## src/rtl/time_count_pkg.sv

```systemverilog
// Shared constants and BCD helper for the time-of-day counter.
// Hour mode is selected by TIME_COUNT_12H_EN in time_count.
package time_count_pkg;

  localparam logic [7:0] SEC_MAX     = 8'h59;
  localparam logic [7:0] MIN_MAX     = 8'h59;
  localparam logic [7:0] HOUR_MAX_24 = 8'h23;
  localparam logic [7:0] HOUR_MAX_12 = 8'h12;
  localparam logic [7:0] HOUR_MIN_12 = 8'h01;

  localparam logic [7:0] RESET_SEC     = 8'h00;
  localparam logic [7:0] RESET_MIN     = 8'h00;
  localparam logic [7:0] RESET_HOUR_24 = 8'h00;
  localparam logic [7:0] RESET_HOUR_12 = 8'h12;

  // BCD +1 without range wrap; illegal units or tens digits fall back to 0.
  function automatic logic [7:0] bcd_inc(input logic [7:0] value, input logic [3:0] tens_max);
    logic [3:0] units;
    logic [3:0] tens;
    logic [3:0] units_n;
    logic [3:0] tens_n;
    logic       carry;
    units = value[3:0];
    tens  = value[7:4];
    carry = (units == 4'd9);
    units_n = (units >= 4'd9) ? 4'd0 : units + 4'd1;
    if (tens > tens_max)
      tens_n = 4'd0;
    else if (carry)
      tens_n = (tens == tens_max) ? 4'd0 : tens + 4'd1;
    else
      tens_n = tens;
    return {tens_n, units_n};
  endfunction

endpackage

```

## src/rtl/time_count_bcd_cnt60.sv

```systemverilog
// Eight-bit BCD modulo-60 counter used for the seconds and minutes fields.
module bcd_cnt60
  import time_count_pkg::*;
(
  input  logic       CLK,
  input  logic       RESETL,
  input  logic       clr,
  input  logic       inc,
  output logic [7:0] value,
  output logic       wrap
);

  logic [7:0] value_next;

  // Anything at or above 59 (including illegal codes) restarts at 00.
  assign value_next = (value >= SEC_MAX) ? 8'h00 : bcd_inc(value, 4'd5);
  assign wrap       = inc & ~clr & (value == SEC_MAX);

  always_ff @(posedge CLK or negedge RESETL) begin
    if (!RESETL)
      value <= 8'h00;
    else if (clr)
      value <= 8'h00;
    else if (inc)
      value <= value_next;
  end

endmodule

```

## src/rtl/time_count.sv

```systemverilog
// Time-of-day BCD counter: seconds/minutes/hours with manual setting inputs.
// Define TIME_COUNT_12H_EN for 12-hour operation (12, 01 .. 11); default is 24-hour.
module time_count
  import time_count_pkg::*;
(
  input  logic       CLK,
  input  logic       RESETL,
  input  logic       EN1HZ,
  input  logic       sec_resetl,
  input  logic       min_inc,
  input  logic       hour_inc,
  output logic [7:0] SEC,
  output logic [7:0] MIN,
  output logic [7:0] HOUR,
  output logic       CARRY_DAY
);

`ifdef TIME_COUNT_12H_EN
  localparam logic [7:0] HOUR_RESET = RESET_HOUR_12;
  localparam logic [7:0] HOUR_DAY   = HOUR_MAX_12;
`else
  localparam logic [7:0] HOUR_RESET = RESET_HOUR_24;
  localparam logic [7:0] HOUR_DAY   = RESET_HOUR_24;
`endif

  logic       min_inc_d;
  logic       hour_inc_d;
  logic       min_up;
  logic       hour_up;
  logic       sec_clr;
  logic       sec_step;
  logic       sec_carry;
  logic       min_step;
  logic       min_wrap;
  logic       min_carry;
  logic       hour_step;
  logic [7:0] hour_next;

  always_ff @(posedge CLK or negedge RESETL) begin
    if (!RESETL) begin
      min_inc_d  <= 1'b0;
      hour_inc_d <= 1'b0;
    end else begin
      min_inc_d  <= min_inc;
      hour_inc_d <= hour_inc;
    end
  end

  assign min_up  = min_inc & ~min_inc_d;
  assign hour_up = hour_inc & ~hour_inc_d;

  // Holding seconds in clear also suppresses the tick, so no minute carry can leak out.
  assign sec_clr  = ~sec_resetl;
  assign sec_step = EN1HZ & sec_resetl;

  bcd_cnt60 u_sec (
    .CLK    (CLK),
    .RESETL (RESETL),
    .clr    (sec_clr),
    .inc    (sec_step),
    .value  (SEC),
    .wrap   (sec_carry)
  );

  assign min_step = sec_carry | min_up;

  bcd_cnt60 u_min (
    .CLK    (CLK),
    .RESETL (RESETL),
    .clr    (1'b0),
    .inc    (min_step),
    .value  (MIN),
    .wrap   (min_wrap)
  );

  // A manual minute wrap must not ripple into hours.
  assign min_carry = min_wrap & sec_carry;
  assign hour_step = min_carry | hour_up;

  always_comb begin
    hour_next = HOUR;
`ifdef TIME_COUNT_12H_EN
    if (HOUR >= HOUR_MAX_12)
      hour_next = HOUR_MIN_12;
    else
      hour_next = bcd_inc(HOUR, 4'd1);
`else
    if (HOUR >= HOUR_MAX_24)
      hour_next = 8'h00;
    else
      hour_next = bcd_inc(HOUR, 4'd2);
`endif
  end

  always_ff @(posedge CLK or negedge RESETL) begin
    if (!RESETL) begin
      HOUR      <= HOUR_RESET;
      CARRY_DAY <= 1'b0;
    end else begin
      CARRY_DAY <= hour_step & min_carry & (hour_next == HOUR_DAY);
      if (hour_step)
        HOUR <= hour_next;
    end
  end

endmodule
```

## config.mk

```make
export PLATFORM = sky130hd
export DESIGN_NAME = time_count
export DESIGN_NICKNAME = d
export VERILOG_FILES = /design/src/rtl/time_count_pkg.sv /design/src/rtl/time_count_bcd_cnt60.sv /design/src/rtl/time_count.sv
export SDC_FILE = /design/constraint.sdc
export NUM_CORES = 1
export LEC_CHECK = 0
export ABC_AREA = 1
export BUFFER_PORTS_ARGS = -buffer_cell sky130_fd_sc_hd__buf_2
export CORE_MARGIN = 2
export CORE_UTILIZATION = 35
export CTS_CLUSTER_SIZE = 24
export DETAILED_ROUTE_END_ITERATION = 16
export MAX_ROUTING_LAYER = met4
export PLACE_DENSITY = 0.55
export SYNTH_ARGS = -nofsm -noshare
export SYNTH_HDL_FRONTEND = slang
export SYNTH_SLANG_ARGS = --single-unit
```

## constraint.sdc

```tcl
create_clock -name CLK -period 1.8 [get_ports CLK]
set_input_delay 0.09 -clock CLK [delete_from_list [all_inputs] [get_ports CLK]]
set_output_delay 0.09 -clock CLK [all_outputs]
set_load 0.1 [all_outputs]
```

# After elaboration in Yosys (flattened, before gate mapping)
# Cells that the tools add are included.
[totals]
latch_bits = 0
word_cells = 67
register_bits = 27
romBits = 0
mem_count = 0
ramBits = 0
out_inout_bits = 25
[op_classes]
add_sub_neg = 6
bitwise = 13
multipliers = 0
div = 0
n_eq_ne = 10
n_shift = 0
magnitude_cmp = 9
muxes = 17
n_reduce_logical = 4
[ops]
columns = ["op", "n"]
rows = [
  ["$mux W4", 12],
  ["$mux W8", 5],
  ["$add A4 B1 Y4 const B", 6],
  ["$eq A8 B7 Y1 const B", 2],
  ["$ge A8 B7 Y1 const B", 2],
  ["$eq A4 B4 Y1 const B", 3],
  ["$ge A4 B4 Y1 const B", 3],
  ["$and A1 B1 Y1", 9],
  ["$eq A4 B3 Y1 const B", 2],
  ["$ge A8 B6 Y1 const B", 1],
  ["$gt A4 B3 Y1 const B", 2],
  ["$logic_not A8 Y1", 1],
  ["$eq A4 B2 Y1 const B", 1],
  ["$gt A4 B2 Y1 const B", 1],
  ["$ne A4 B1 Y1 const B", 1],
  ["$reduce_and A2 Y1", 2],
  ["$reduce_bool A3 Y1", 1],
  ["$ne A2 B1 Y1 const B", 1],
  ["$not A1 Y1", 2],
  ["$or A1 B1 Y1", 2],
]

# Depth between registers and ports, before layout
[depth]
ltp_word = 9
mapped_depth = 11
mapped_depth_nobuf = 11

# By module
# Synthesis repeated with hierarchy kept, for this count alone.
[unflattened]
cells_unflattened = 228
hier_area_um2 = 1665.3
[modules_own_cells]
columns = ["mod", "instances", "cells_each", "area_each_um2"]
rows = [
  ["bcd_cnt60", 2, 75, 530.5],
  ["time_count", 1, 78, 604.3],
]

# Worst setup path before layout
# No wires, ideal clock.
[synth_timing]
path_type = "flip-flop to flip-flop"
from = "register u_sec.value[0]"
to = "register HOUR[5]"
period_less_slack_ps = 2154
path_stages_with_launch = 11
setup_time_ps = 69
slack_ps = -354
path_buffers = 1
t_required_ps = 1731
arrival_ps = 2085
cell_sequence = "dfrtp_1 ha_1 nand2_1 nor2_2 nand2_4 nor2_4 nand2_4 nand2_4 buf_12 nand3_1 nand2_1"
[synth_between]
elab_chain_len = 6
[synth_lines]
columns = ["item", "line", "rtl"]
rows = [
  ["start: declaration", "time_count_bcd_cnt60.sv:9", "output logic [7:0] value,"],
  ["start signal: assignment", "time_count_bcd_cnt60.sv:25", "value <= value_next;"],
  ["$eq A8 B7 Y1 (*)", "time_count_bcd_cnt60.sv:17", "assign wrap = inc & ~clr & (value == SEC_MAX);"],
  ["$and A1 B1 Y1 (*)", "time_count_bcd_cnt60.sv:17", ""],
  ["$or A1 B1 Y1", "time_count.sv:65", "assign min_step = sec_carry | min_up;"],
  ["$and A1 B1 Y1", "time_count_bcd_cnt60.sv:17", ""],
  ["$and A1 B1 Y1 (*)", "time_count.sv:77", "assign min_carry = min_wrap & sec_carry;"],
  ["$or A1 B1 Y1 (*)", "time_count.sv:78", "assign hour_step = min_carry | hour_up;"],
  ["end signal: assignment", "time_count.sv:102", "HOUR <= hour_next;"],
  ["end: declaration", "time_count.sv:14", "output logic [7:0] HOUR,"],
]
# Every way passes the cells marked *; elsewhere a longest branch is shown, timed or not.
# A chain may end at the register's enable or synchronous reset.

# Worst setup path after layout
[layout_timing]
from = "register u_sec.value[1]"
to = "register u_min.value[4]"
[layout_between]
elab_chain_len = 4
[layout_lines]
columns = ["item", "line"]
rows = [
  ["$eq A8 B7 Y1", "time_count_bcd_cnt60.sv:17"],
  ["$and A1 B1 Y1", "time_count_bcd_cnt60.sv:17"],
  ["$or A1 B1 Y1", "time_count.sv:65"],
  ["$reduce_and A2 Y1 (no source line)", "-"],
  ["end signal: assignment", "time_count_bcd_cnt60.sv:25"],
  ["end: declaration", "time_count_bcd_cnt60.sv:9"],
]
# No other way between the ends.

==> summary.txt <==
Critical path
  – Worst path cell trace: inv_1 > ha_1 > nand2_1 > nor2_2 > nand2_4 > o21bai_4 > nand2_1 > nand2_1 > nand2_1
  – Worst EP required: 1.97 ns
  – Slowest-stage cell, CP: dfrtp_4
  – Crit-path max FO: 9
  – Delay-heaviest family, CP: simple AND/OR/NAND/NOR gates
  – Critical path class: flip-flop to flip-flop
  – Crit-path most repeated cell: nand2_1
  – CP arrival: 1.82 ns
  – Crit path largest cell delay: 0.50 ns
  – CP Capture Type: flip-flop
  – Buf/Inv on CP: 1
  – CP Launch Type: flip-flop

Timing
  – Clk_skew: 0.00705 ns
  – Final Setup Violations: 0
  – Fin crit share: 0.916
  – Fin Setup TNS: 0 ns
  – Slew Viols, Final: 0
  – Slew HR: 0.585
  – Max Fclk: 606 MHz
  – Minimum clock period: 1.65 ns
  – Slew @ Worst Pin: 0.622 ns
  – Final hold vios: 0
  – RSZ-0062 raised after global routing: no

Power
  – Pwr Density: 1480 nW/um^2
  – Overall power: 3020 uW
  – Max VDD drop: 1.17 mV
  – Leakage: 0.00108 uW

Logic synthesis
  – Synthesized area: 1710 sq um
  – Ys flop type: dfrtp_1
  – Gate Count Post-Synth: 226
  – Number of synthesized flops with an enable pin: 0
  – Post-synthesis cell type count: 23
  – Syn avg cell area: 7.55 sq um
  – FF+latch count, synth: 27
  – Top-area cell type share of the netlist area: 0.396
  – Asr flop ratio synth: 1.00
  – Syn_nets: 241
  – YS warnings: 0
  – Seq/Total Area, Yosys: 0.396
  – Synth area leader: dfrtp_1
  – Synth top area cells: dfrtp_1, nand2_1, nand3_1

Detailed routing
  – DRC violations left: 0
  – Antenna-violating nets left: 0
  – WL/cell: 10.3 microns
  – Pre-antenna DRT Iters: 4
  – Vias per Instance: 4.43
  – Via Count: 1457
  – WL final: 3400 microns
  – DRT iter0 DRCs: 51

Clock network
  – Max clock buf depth: 2
  – Clk_lat worst skew: 0.27 ns
  – H-tree lvl count: 1
  – Total CTS buffers: 3
  – Clock root buffer master: clkbuf_8
  – CTS Sinks: 27
  – CTS tree: built
  – Post-CTS Setup Repair Bufs: 0
  – Clock-pin slew on the worst setup and hold paths: 0.10 ns

GRT
  – Global-route wire length before repair: 5980 microns
  – Total gr overflow: 0
  – Largest net degree at the start of global routing: 28
  – Gr usage total: 0.143
  – Number of global-route vias before repair: 1350
  – Initial antenna violation count: 0

Run status
  – Status: complete, no violations

Finish
  – Ant. Diodes: 0
  – Share of cells above drive strength 1: 0.252
  – NumNets Final: 278
  – Share of the core filled with cells: 0.430
  – Layout area overhead: 19.1%

Floorplanning
  – Row Count: 25
  – DIE AREA: 5450 sq um
  – Io pins: 31
  – DIE WIDTH: 73.8 microns
  – Die Span Y: 73.8 microns
  – Initial Util: 0.361
  – Core ar.: 4720 sq um

Placed design
  – Dpl hpwl: 2590 microns
  – PortBufs: 30
  – Gp weighted congestion: 0.816

Hold path
  – Tightest Hold Check Type: input pin to flip-flop

Job
  – Maxcap violations: 0
routing by layer:
metal / vias to the layer above / GRT usage / share of wire
met5: - / - / 0
met4: 0 / 0.0283 / 0.0079
li1: 780 / - / -
met1: 650 / 0.190 / 0.51
met2: 25 / 0.229 / 0.44
met3: 2 / 0.0261 / 0.034
cell usage after synthesis (3+ instances only):
library cell and instances:
xnor2_1 4, ha_1 9, nand3_1 26, nor2_1 26, nand2_4 4, dfrtp_1 27, inv_1 30, o21ai_2 3
nand2_1 67, a21oi_1 5, o21ai_0 7
area by class of cell:
| cell class | instances | area, sq um |
|---|---|---|
| clock buffers | 3 | 41.3 |
| multi-input cells | 166 | 900 |
| well taps | 67 | 83.8 |
| clock inverters | 1 | 5.00 |
| inverters | 32 | 120 |
| flip-flops and latches | 27 | 702 |
| fillers | 508 | 2690 |
| repair buffers | 33 | 180 |
worst min-delay path, delay by kind of cell:
family                 cells  cell delay (ns)
AO/OA/AOI/OAI              1             0.06
buffers and inverters      1             0.09
AND/OR/NAND/NOR            2             0.13
logic make-up after synthesis:
logic type	Yosys count	share of synthesized area
flip-flops	27	0.396
XOR/XNOR	6	0.0308
adder cells (fa/ha/maj)	9	0.0660
AO/OA/AOI/OAI	19	0.0733
AND/OR/NAND/NOR	132	0.352
buffers and inverters	33	0.0821
per-stage QoR:
step / instances / worst slack [ns] / instance area, sq um / hold slack (ns)
after floorplan: 226 / 0.0156 / 1730 / -0.206
after global routing: 329 / 0.00214 / 2030 / 0.133
after detailed placement: 322 / 0.150 / 1950 / 0.147
after global placement: 322 / 0.199 / 1950 / 0.150
after CTS: 329 / 0.130 / 2020 / 0.126
final: 329 / 0.151 / 2030 / 0.129
layout by cell type, fill, tap and decap left out, types with 3 or more instances in the layout:
cell	n
nand2_1	67
inv_1	30
buf_2	30
nand3_1	26
nor2_1	26
dfrtp_2	15
dfrtp_1	10
ha_1	9
o21ai_0	7
a21oi_1	5
xnor2_1	4
nand2_4	3
o21ai_2	3
clkbuf_8	3
dlygate4sd3_1	3
flip-flops by register name (all words and copies together), names as in the netlist:
register / cells
HOUR: 8
u_min.value: 8
u_sec.value: 8
CARRY_DAY: 1
hour_inc_d: 1
min_inc_d: 1
report_power, final:
| part | leakage, uW | internal, uW | total, uW | switching, uW |
|---|---|---|---|---|
| clock | 0.0000255 | 155 | 344 | 189 |
| combinational | 0.000727 | 369 | 1740 | 1370 |
| sequential | 0.000330 | 751 | 934 | 184 |
repair_timing:
item,in CTS,in global routing
hold endpoints to repair,29,0
setup endpoints to repair,0,1
hold buffers,3,0
resized for setup,0,1
final timing paths:
path                                             from                         end  slack, ns  cells past startpoint
min reg2reg                       HOUR[7]$_DFFE_PN0P_         HOUR[7]$_DFFE_PN0P_       0.52                      2
max reg2reg                u_sec.value[1]$_DFFE_PN0P_  u_min.value[4]$_DFFE_PN0P_       0.15                      9
min in group asynchronous                      RESETL  u_sec.value[0]$_DFFE_PN0P_       0.36                      2
min                                             EN1HZ  u_sec.value[3]$_DFFE_PN0P_       0.13                      4
max                        u_sec.value[1]$_DFFE_PN0P_  u_min.value[4]$_DFFE_PN0P_       0.15                      9
max in group asynchronous                      RESETL  u_sec.value[1]$_DFFE_PN0P_       0.99                      2
No activity file was read; power rests on OpenSTA's default activity.
